==> config.mk <==
export PLATFORM = sky130hd
export DESIGN_NAME = instr_encoder
export DESIGN_NICKNAME = d
export VERILOG_FILES = /design/src/rtl/arm_enc_pkg.sv /design/src/rtl/enc_fifo.sv /design/src/rtl/instr_encoder.sv
export SDC_FILE = /design/constraint.sdc
export NUM_CORES = 1
export LEC_CHECK = 0
export CORE_ASPECT_RATIO = 2
export CORE_MARGIN = 2
export CORE_UTILIZATION = 51
export DETAILED_ROUTE_END_ITERATION = 12
export MAX_ROUTING_LAYER = met4
export PLACE_DENSITY_LB_ADDON = 0.3
export SETUP_SLACK_MARGIN = 0.2
export SYNTH_ARGS = -nofsm -noshare
export SYNTH_HDL_FRONTEND = slang
export SYNTH_HIERARCHICAL = 1
export SYNTH_SLANG_ARGS = --single-unit
export TNS_END_PERCENT = 1
==> constraint.sdc <==
create_clock -name clk -period 3.1 [get_ports clk]
set_input_delay 0.62 -clock clk [delete_from_list [all_inputs] [get_ports clk]]
set_output_delay 0.62 -clock clk [all_outputs]
set_load 0.02 [all_outputs]
==> src/rtl/arm_enc_pkg.sv <==
// Shared types and constants for the ARM-style instruction encoder:
// request kinds, ALU opcodes, DP command field values and queue depth.
package arm_enc_pkg;

  localparam int FIFO_DEPTH = 4;

  typedef enum logic [1:0] {
    KIND_DP  = 2'd0,
    KIND_MEM = 2'd1,
    KIND_BR  = 2'd2,
    KIND_ILL = 2'd3
  } kind_e;

  typedef enum logic [2:0] {
    ALU_ADD = 3'd0,
    ALU_SUB = 3'd1,
    ALU_AND = 3'd2,
    ALU_ORR = 3'd3,
    ALU_MOV = 3'd4
  } aluop_e;

  localparam logic [3:0] CMD_ADD = 4'b0100;
  localparam logic [3:0] CMD_SUB = 4'b0010;
  localparam logic [3:0] CMD_AND = 4'b0000;
  localparam logic [3:0] CMD_ORR = 4'b1100;
  localparam logic [3:0] CMD_MOV = 4'b1101;

  function automatic logic [3:0] dp_cmd(input logic [2:0] op);
    case (op)
      ALU_ADD: dp_cmd = CMD_ADD;
      ALU_SUB: dp_cmd = CMD_SUB;
      ALU_ORR: dp_cmd = CMD_ORR;
      ALU_MOV: dp_cmd = CMD_MOV;
      default: dp_cmd = CMD_AND;
    endcase
  endfunction

  function automatic logic aluop_legal(input logic [2:0] op);
    aluop_legal = (op <= ALU_MOV);
  endfunction

endpackage

==> src/rtl/enc_fifo.sv <==
// Small circular FIFO holding encoded words; storage is not reset, only
// the pointers and occupancy count are.
module enc_fifo #(
  parameter int DATA_W = 32,
  parameter int DEPTH  = 4
) (
  input  logic              clk,
  input  logic              rst_n,
  input  logic              push_i,
  input  logic              pop_i,
  input  logic [DATA_W-1:0] din_i,
  output logic [DATA_W-1:0] dout_o,
  output logic              empty_o,
  output logic              full_o
);

  localparam int PW = (DEPTH > 1) ? $clog2(DEPTH) : 1;
  localparam int CW = $clog2(DEPTH + 1);

  logic [DATA_W-1:0] mem_q [DEPTH];
  logic [PW-1:0]     wr_q, wr_d, rd_q, rd_d;
  logic [CW-1:0]     cnt_q, cnt_d;
  logic              do_push, do_pop;

  function automatic logic [PW-1:0] next_ptr(input logic [PW-1:0] p);
    next_ptr = (p == PW'(DEPTH - 1)) ? '0 : p + 1'b1;
  endfunction

  assign full_o  = (cnt_q == CW'(DEPTH));
  assign empty_o = (cnt_q == '0);
  assign do_push = push_i & ~full_o;
  assign do_pop  = pop_i & ~empty_o;
  assign dout_o  = mem_q[rd_q];

  always_comb begin
    wr_d  = do_push ? next_ptr(wr_q) : wr_q;
    rd_d  = do_pop  ? next_ptr(rd_q) : rd_q;
    cnt_d = cnt_q + CW'(do_push) - CW'(do_pop);
  end

  always_ff @(posedge clk or negedge rst_n) begin
    if (!rst_n) begin
      wr_q  <= '0;
      rd_q  <= '0;
      cnt_q <= '0;
    end else begin
      wr_q  <= wr_d;
      rd_q  <= rd_d;
      cnt_q <= cnt_d;
    end
  end

  always_ff @(posedge clk) begin
    if (do_push) mem_q[wr_q] <= din_i;
  end

endmodule

==> src/rtl/instr_encoder.sv <==
// Encodes DP / MEM / BR requests into 32-bit ARM words, queues them, and
// tags each popped word with a running byte address.
module instr_encoder
  import arm_enc_pkg::*;
(
  input  logic        clk,
  input  logic        reset,
  input  logic        in_valid,
  output logic        in_ready,
  input  logic [1:0]  in_kind,
  input  logic [3:0]  in_cond,
  input  logic [2:0]  in_aluop,
  input  logic        in_s,
  input  logic        in_imm,
  input  logic        in_load,
  input  logic [3:0]  in_rn,
  input  logic [3:0]  in_rd,
  input  logic [11:0] in_src2,
  input  logic [23:0] in_imm24,
  input  logic        base_we,
  input  logic [31:0] base_addr,
  input  logic        err_clr,
  output logic        out_valid,
  input  logic        out_ready,
  output logic [31:0] out_instr,
  output logic [31:0] out_addr,
  output logic        err,
  output logic [15:0] words_out
);

  logic [31:0] enc_word;
  logic        illegal, accept, push, pop;
  logic        fifo_empty, fifo_full;
  logic [31:0] addr_q, addr_d;
  logic [15:0] words_q, words_d;
  logic        err_q, err_d;

  always_comb begin
    enc_word = '0;
    illegal  = 1'b0;
    case (kind_e'(in_kind))
      KIND_DP: begin
        illegal  = ~aluop_legal(in_aluop);
        enc_word = {in_cond, 2'b00, in_imm, dp_cmd(in_aluop), in_s,
                    (in_aluop == ALU_MOV) ? 4'h0 : in_rn, in_rd, in_src2};
      end
      KIND_MEM: enc_word = {in_cond, 2'b01, ~in_imm, 1'b1, 1'b1, 1'b0, 1'b0,
                            in_load, in_rn, in_rd, in_src2};
      KIND_BR:  enc_word = {in_cond, 3'b101, 1'b0, in_imm24};
      default:  illegal  = 1'b1;
    endcase
  end

  // Ready depends only on occupancy: a pop in the same cycle never frees a slot early.
  assign in_ready  = reset & ~fifo_full;
  assign accept    = in_valid & in_ready;
  assign push      = accept & ~illegal;
  assign out_valid = ~fifo_empty;
  assign pop       = out_valid & out_ready;

  enc_fifo #(
    .DATA_W(32),
    .DEPTH (FIFO_DEPTH)
  ) u_fifo (
    .clk    (clk),
    .rst_n  (reset),
    .push_i (push),
    .pop_i  (pop),
    .din_i  (enc_word),
    .dout_o (out_instr),
    .empty_o(fifo_empty),
    .full_o (fifo_full)
  );

  always_comb begin
    addr_d  = addr_q;
    words_d = words_q;
    err_d   = err_q;
    if (pop) begin
      addr_d  = addr_q + 32'd4;
      words_d = words_q + 16'd1;
    end
    if (base_we) addr_d = base_addr;
    if (err_clr) err_d = 1'b0;
    if (accept && illegal) err_d = 1'b1;
  end

  always_ff @(posedge clk or negedge reset) begin
    if (!reset) begin
      addr_q  <= '0;
      words_q <= '0;
      err_q   <= 1'b0;
    end else begin
      addr_q  <= addr_d;
      words_q <= words_d;
      err_q   <= err_d;
    end
  end

  assign out_addr  = addr_q;
  assign words_out = words_q;
  assign err       = err_q;

endmodule

# After elaboration in Yosys (flattened, before gate mapping)
# Memories as Yosys holds them, arrays and structs flattened.
# Index checks and enable logic that the tools add are counted.
[totals]
regBits = 56
mem_bits_rw = 128
inputBits = 94
output_inout_bits = 83
wordCells = 52
mem_count = 1
[classes]
addsub = 6
magnitude_cmp = 1
n_eq_ne = 8
n_mux = 12
bitwise_logic = 11
n_reduce_logical = 7
[memory_table]
columns = ["memory", "words", "word_bits", "rd", "rd_ports_with_merged_regs", "write_ports", "line_no", "rtl"]
rows = [
  ["u_fifo.mem_q", 4, 32, 1, 0, 1, "enc_fifo.sv:20", "logic [DATA_W-1:0] mem_q [DEPTH];"],
]
[ops]
columns = ["operator", "count"]
rows = [
  ["case mux 32 bit (3 select lines)", 1],
  ["two-way mux 32 bit", 2],
  ["adder 32 x 3 -> 32 bit, second input constant", 1],
  ["adder 16 x 1 -> 16 bit, second input constant", 1],
  ["case mux 4 bit (4 select lines)", 1],
  ["bitwise AND 1 bit", 6],
  ["== test 2 bit, second input constant", 3],
  ["== test 3 bit, second input constant", 2],
  ["logical NOT 3 bit", 2],
  ["NOT 1 bit", 5],
  ["adder 2 x 1 -> 2 bit, second input constant", 2],
  ["two-way mux 1 bit", 4],
  ["two-way mux 2 bit", 2],
  ["two-way mux 4 bit", 1],
  ["nonzero test 2 bit", 2],
  ["adder 3 x 1 -> 3 bit", 1],
  ["== test 3 x 1 -> 1 bit, second input constant", 1],
  ["== test 3 x 2 -> 1 bit, second input constant", 1],
  ["<= comparator 3 bit, second input constant", 1],
  ["subtractor 3 x 1 -> 3 bit", 1],
  ["== test 2 x 1 -> 1 bit, second input constant", 1],
  ["logical NOT 2 bit", 1],
  ["case mux 1 bit (2 select lines)", 1],
  ["OR reduction 2 bit", 1],
  ["logical AND 1 bit", 1],
]

# Logic depth before layout (Yosys ltp)
[logic_depth]
depth_word = 8
ltp_mapped = 14
ltp_nobuf = 13

# Hierarchy
# The synthesis kept the hierarchy.
[by_module_without_submodules]
columns = ["module", "n_inst", "cells_per_inst", "area_per_inst_um2", "seq_area_each_um2"]
rows = [
  ["enc_fifo", 1, 207, 5111.2, 4018.9],
  ["instr_encoder", 1, 348, 3022.9, 1226.2],
]

# Least setup slack after synthesis
# Ideal clock, no wire load.
[synth_timing]
path_type = "input port to flip-flop"
from = "in in_kind[0]"
to = "reg u_fifo.cnt_q[2]"
setup_ns = 0.123
t_arrival_ns = 2.745
t_required_ns = 2.977
path_slack_ns = 0.232
cell_stages = 13
path_buffers = 1
path_cell_list = "inv_1 -> ha_1 -> clkbuf_1 -> o22ai_1 -> nor2_1 -> nor2b_2 -> inv_1 -> ha_1 -> inv_1 -> ha_1 -> fa_1 -> xnor2_1 -> xnor2_1"
[synth_via]
elab_chain_len = 8
elab_cells_between_ends = 10
cone_classes = "add/sub (2); eq/ne (2); mux (1); bitwise (3); reduce/logical (2)"
[synth_lines]
columns = ["element", "line_no", "rtl"]
rows = [
  ["start, declared", "instr_encoder.sv:10", "input logic [1:0] in_kind,"],
  ["== test 2 bit or == test 2 x 1 -> 1 bit (tied branches)", "instr_encoder.sv:41", "case (kind_e'(in_kind))"],
  ["OR reduction 2 bit (no line)", "--", ""],
  ["case mux 1 bit (2 select lines) (*)", "instr_encoder.sv:41", ""],
  ["NOT 1 bit (*)", "instr_encoder.sv:57", "assign push = accept & ~illegal;"],
  ["bitwise AND 1 bit (*)", "instr_encoder.sv:57", ""],
  ["net push", "instr_encoder.sv:32", "logic illegal, accept, push, pop;"],
  ["bitwise AND 1 bit (*)", "enc_fifo.sv:31", "assign do_push = push_i & ~full_o;"],
  ["adder 3 x 1 -> 3 bit (*)", "enc_fifo.sv:38", "cnt_d = cnt_q + CW'(do_push) - CW'(do_pop);"],
  ["subtractor 3 x 1 -> 3 bit (*)", "enc_fifo.sv:38", ""],
  ["net u_fifo.cnt_d[2]", "enc_fifo.sv:22", "logic [CW-1:0] cnt_q, cnt_d;"],
  ["end signal, assigned", "enc_fifo.sv:49", "cnt_q <= cnt_d;"],
  ["end, declared", "enc_fifo.sv:22", ""],
]
# Mark *: on every way through the listed nets, which the timed path passes. The rest lies on a longest branch.
# A chain may end at the register's enable or synchronous reset.

# Worst setup path in the final report
[layout_timing]
from = "reg u_fifo.rd_q[0]"
to = "out out_instr[31]"
[layout_via]
elab_chain_len = 1
[layout_lines]
columns = ["element", "line_no", "rtl"]
rows = [
  ["start, declared", "enc_fifo.sv:21", "logic [PW-1:0] wr_q, wr_d, rd_q, rd_d;"],
  ["start signal, assigned", "enc_fifo.sv:48", "rd_q <= rd_d;"],
  ["memory read (4 x 32 bit)", "--", ""],
  ["end, declared", "instr_encoder.sv:25", "output logic [31:0] out_instr,"],
]
# Every way passes these cells.

==> results.txt <==
----------------------------------------------------
[Cells and area]
  Post-layout utilization of the core ... ~70%
  Number of filler cells placed in the layout ... about 1000
  Share of layout cells above drive strength 1 ... between 10% and 20%
  Number of nets in the final layout ... approximately 860
  Area growth from synthesis to layout ... 34.4%
  Ant diodes ... 0

[STA]
  Final Slew Violations ... 0
  Fin crit period ... between 2 and 3 ns
  Measured slew at the worst slew-check pin ... 0.720 ns
  Worst-case hold slack ... approximately 0.42 ns
  Worst max-slew margin expressed relative to the limit ... between 50% and 60%
  Final setup violation count ... 0
  Worst clock skew on the final layout ... approximately 0.0089 ns
  FMAX ... 347 MHz
  Portion of the clock cycle consumed by the worst path in the final layout ... slightly above 90%
  Final hold violation count ... 0
  Unrepaired setup endpoints after global routing ... yes

[Worst setup path]
  Worst path arrival time ... around 2.3 ns
  Required time at the worst-slack endpoint ... about 2.5 ns
  Worst reg2reg endpoint ... u_fifo/cnt_q[2]
  Maximum net fanout on the critical path ... 7
  Crit start category ... register
  Setup slack, reg-to-reg ... slightly below 0.6 ns
  Critical register-to-register path startpoint ... u_fifo/cnt_q[2]
  Nature of the critical path endpoint ... output port
  Type of the worst setup path ... register to output port
  Cell depth of the worst flop-to-flop path ... 12

[Detailed routing]
  DRT met1 WL ... 6.72 mm
  Vias after detailed routing ... around 5500
  Routed length per instance ... between 15 and 20 um
  Routed Wire Length ... ~19 mm
  Number of search-and-repair iterations in the first detailed-routing pass ... 4
  Met2 routed wirelength ... 10.8 mm
  Count of routing violations after the opening detailed-route iteration ... between 200 and 300
  DRC violations left ... 0
  Total length of routed met3 wires ... 825 um
  DR vias/cell ... around 5.7
  Top Layer Used ... met4
  Detail Route Antenna Nets ... 0

[Die]
  Placeable Area ... about 16000 um^2
  Die extent in y ... around 180 um
  Die area ... roughly 17000 um^2
  Die Width ... about 93 um
  Starting utilization of the core area ... between 50% and 60%
  IO Count ... between 150 and 200
  Number of core rows ... 65

[Pwr]
  Peak supply drop ... approximately 0.41 mV
  Total power per unit cell area ... approximately 740 nW/um^2
  Leak pwr ... 3.99 nW

[CTS]
  CTS tree ... done
  Clock buffer count from CTS ... 17
  Buffer levels on the longest clock path ... 2
  Depth of the CTS H-tree ... 4
  Insertion delay of the later-clocked pin in the worst-skew pair ... ~0.42 ns
  Clock-pin slew of the registers on the worst-case setup and hold paths ... 0.07 ns
  Clock sink total ... about 180
  Clock root cell ... clkbuf_16

[Synthesis]
  Synth Net Count ... around 670
  Async S/R FF share, synth ... 30.4%
  Cell accounting for the most synthesized area ... edfxtp_1
  Flip-flop and latch count after synthesis ... 184
  Count of different cell masters after synthesis ... 51
  Synthesized instance count ... approximately 560
  Number of enable-type register cells in the synthesized netlist ... 128
  Number of warnings printed during yosys synthesis ... 6
  Sequential share of the synthesized area ... between 60% and 70%
  Cell area after synthesis ... 8130 um^2
  Cell types with the largest area share after synthesis ... edfxtp_1, dfrtp_1, mux4_2, nor2_1, ha_1
  Mean instance size in the synthesized netlist ... 14.7 um^2
  Proportion of netlist area held by the largest area contributor ... between 40% and 50%
  Top_reg_cell synth ... edfxtp_1

[GRT]
  Initial antenna violation count ... 0
  Overall Global Routing Usage ... 23.2%
  Total congestion overflow after global routing ... 0
  Largest net degree at the start of global routing ... between 50 and 60
  Global-route wire length before repair ... 29.4 mm
  Via count of the first global-routing pass ... just under 6000

[Worst hold path]
  Hold Crit Class ... primary input to async pin

[Placement]
  Placed wire-length estimate ... ~14 mm
  RD Place Congestion ... roughly 0.9
  Port Buf Inserts ... between 150 and 200

[Job]
  Number of maximum-capacitance violations ... 0

[Status]
  Result of the run ... completed

----------------------------------------------------
-- routing by layer --
metal  vias to the layer above  GRT usage [%]
met3                        40           4.42
met4                         0           8.82
met5                         -              -
met2                       208           42.8
met1                      2763           23.7
li1                       2526              -
-- synthesized netlist by cell type, drive strengths merged, types with 2 or more instances --
library cell and instances:
nand4 9, or4 12, edfxtp 128, o31ai 10, and2 10, ha 15
nand3b 2, a22oi 20, dfrtp 56, or2 2, nand4b 2, and4 2
a31oi 16, clkbuf 19, buf 10, xnor2 20, nor2 51, nor2b 4
and3 5, or3 6, a21oi 3, nor4 4, inv 16, xor2 9
nand3 12, o21ai 21, nor3 6, o22ai 2, nand2 29, a21o 2
mux4 32, mux2 7
-- state kept, by name (all words and copies together) (netlist names) --
name / count
u_fifo/cnt_q: 3
out_addr: 32
u_fifo/rd_q: 2
u_fifo/wr_q: 2
u_fifo/mem_q: 128
words_out: 16
err: 1
-- how the worst max path moves through the flow --
stage,slack (ns),endpoint,cells after the start,from
after floorplan,0.23,u_fifo/cnt_q[2],13,in_kind[0]
after global placement,-0.07,u_fifo/cnt_q[2],13,in_kind[0]
after detailed placement,-0.17,u_fifo/cnt_q[2],14,in_kind[0]
after CTS,0.07,out_instr[3],3,u_fifo/rd_q[0]
after global routing,0.16,out_instr[31],3,u_fifo/rd_q[0]
final,0.22,out_instr[31],3,u_fifo/rd_q[0]
-- area by class of cell --
type                    instances  area [um^2]  share of cell area (%)
multi-input cells             325         2670                    24.4
inverters                      17         63.8                   0.584
flip-flops and latches        184         5250                    48.0
clock inverters                15          191                    1.75
clock buffers                  17          425                    3.89
well taps                     201          251                    2.30
repair buffers                209         2080                    19.0
-- layout by cell type, fill, tap and decap left out, types with 8 or more instances in the layout --
cell type / Yosys / layout
xnor2_1: 20 / 19
a22oi_1: 20 / 20
buf_4: 0 / 27
nand3_1: 11 / 11
inv_1: 16 / 16
nand2_1: 29 / 29
o21ai_0: 21 / 21
clkbuf_16: 0 / 17
dfrtp_1: 56 / 54
a31oi_1: 16 / 16
and2_1: 10 / 8
xor2_1: 9 / 9
edfxtp_1: 128 / 128
nand4_1: 9 / 9
clkdlybuf4s50_1: 0 / 175
mux4_2: 28 / 28
ha_1: 15 / 15
o31ai_1: 10 / 10
or4_1: 12 / 12
nor2_1: 51 / 50
-- through the flow --
stage	area, um^2	setup WS, ns	setup TNS [ns]	cells	total power [mW]
floorplan	8130	0.232	0	555	4.70
global placement	10300	-0.0659	-0.0659	933	5.75
detailed placement	10300	-0.169	-0.169	933	5.83
CTS	10900	0.0692	0	965	8.07
global route	10900	0.163	0	968	8.39
finish	10900	0.219	0	968	8.04
-- cell families after synthesis --
logic type,after synthesis,synth area share (%)
adder cells (fa/ha/maj),16,2.55
XOR/XNOR,29,3.12
buffers and inverters,46,2.91
AO/OA/AOI/OAI,79,6.38
AND/OR/NAND/NOR,161,10.4
flip-flops,184,64.5
multiplexers,40,10.1
-- critical path: stages (launching register included) --
cell and delay, ns:
dfrtp_4 0.50, buf_4 0.19, mux4_1 0.59, clkdlybuf4s50_1 0.57
-- power by group --
group	switching, mW	leakage, nW	total [mW]	internal [mW]
clock	0.944	0.291	2.24	1.29
combinational	1.24	1.85	2.65	1.41
sequential	0.249	1.85	3.16	2.91
-- repair_timing --
item	CTS	global route
setup buffers	0	3
setup endpoints to repair	30	25
endpoints found under the hold margin	0	0
hold buffers	0	0
resized for setup	2	3
pin swaps	0	0
gates cloned	0	0
Power figures use the tool's default switching activity.
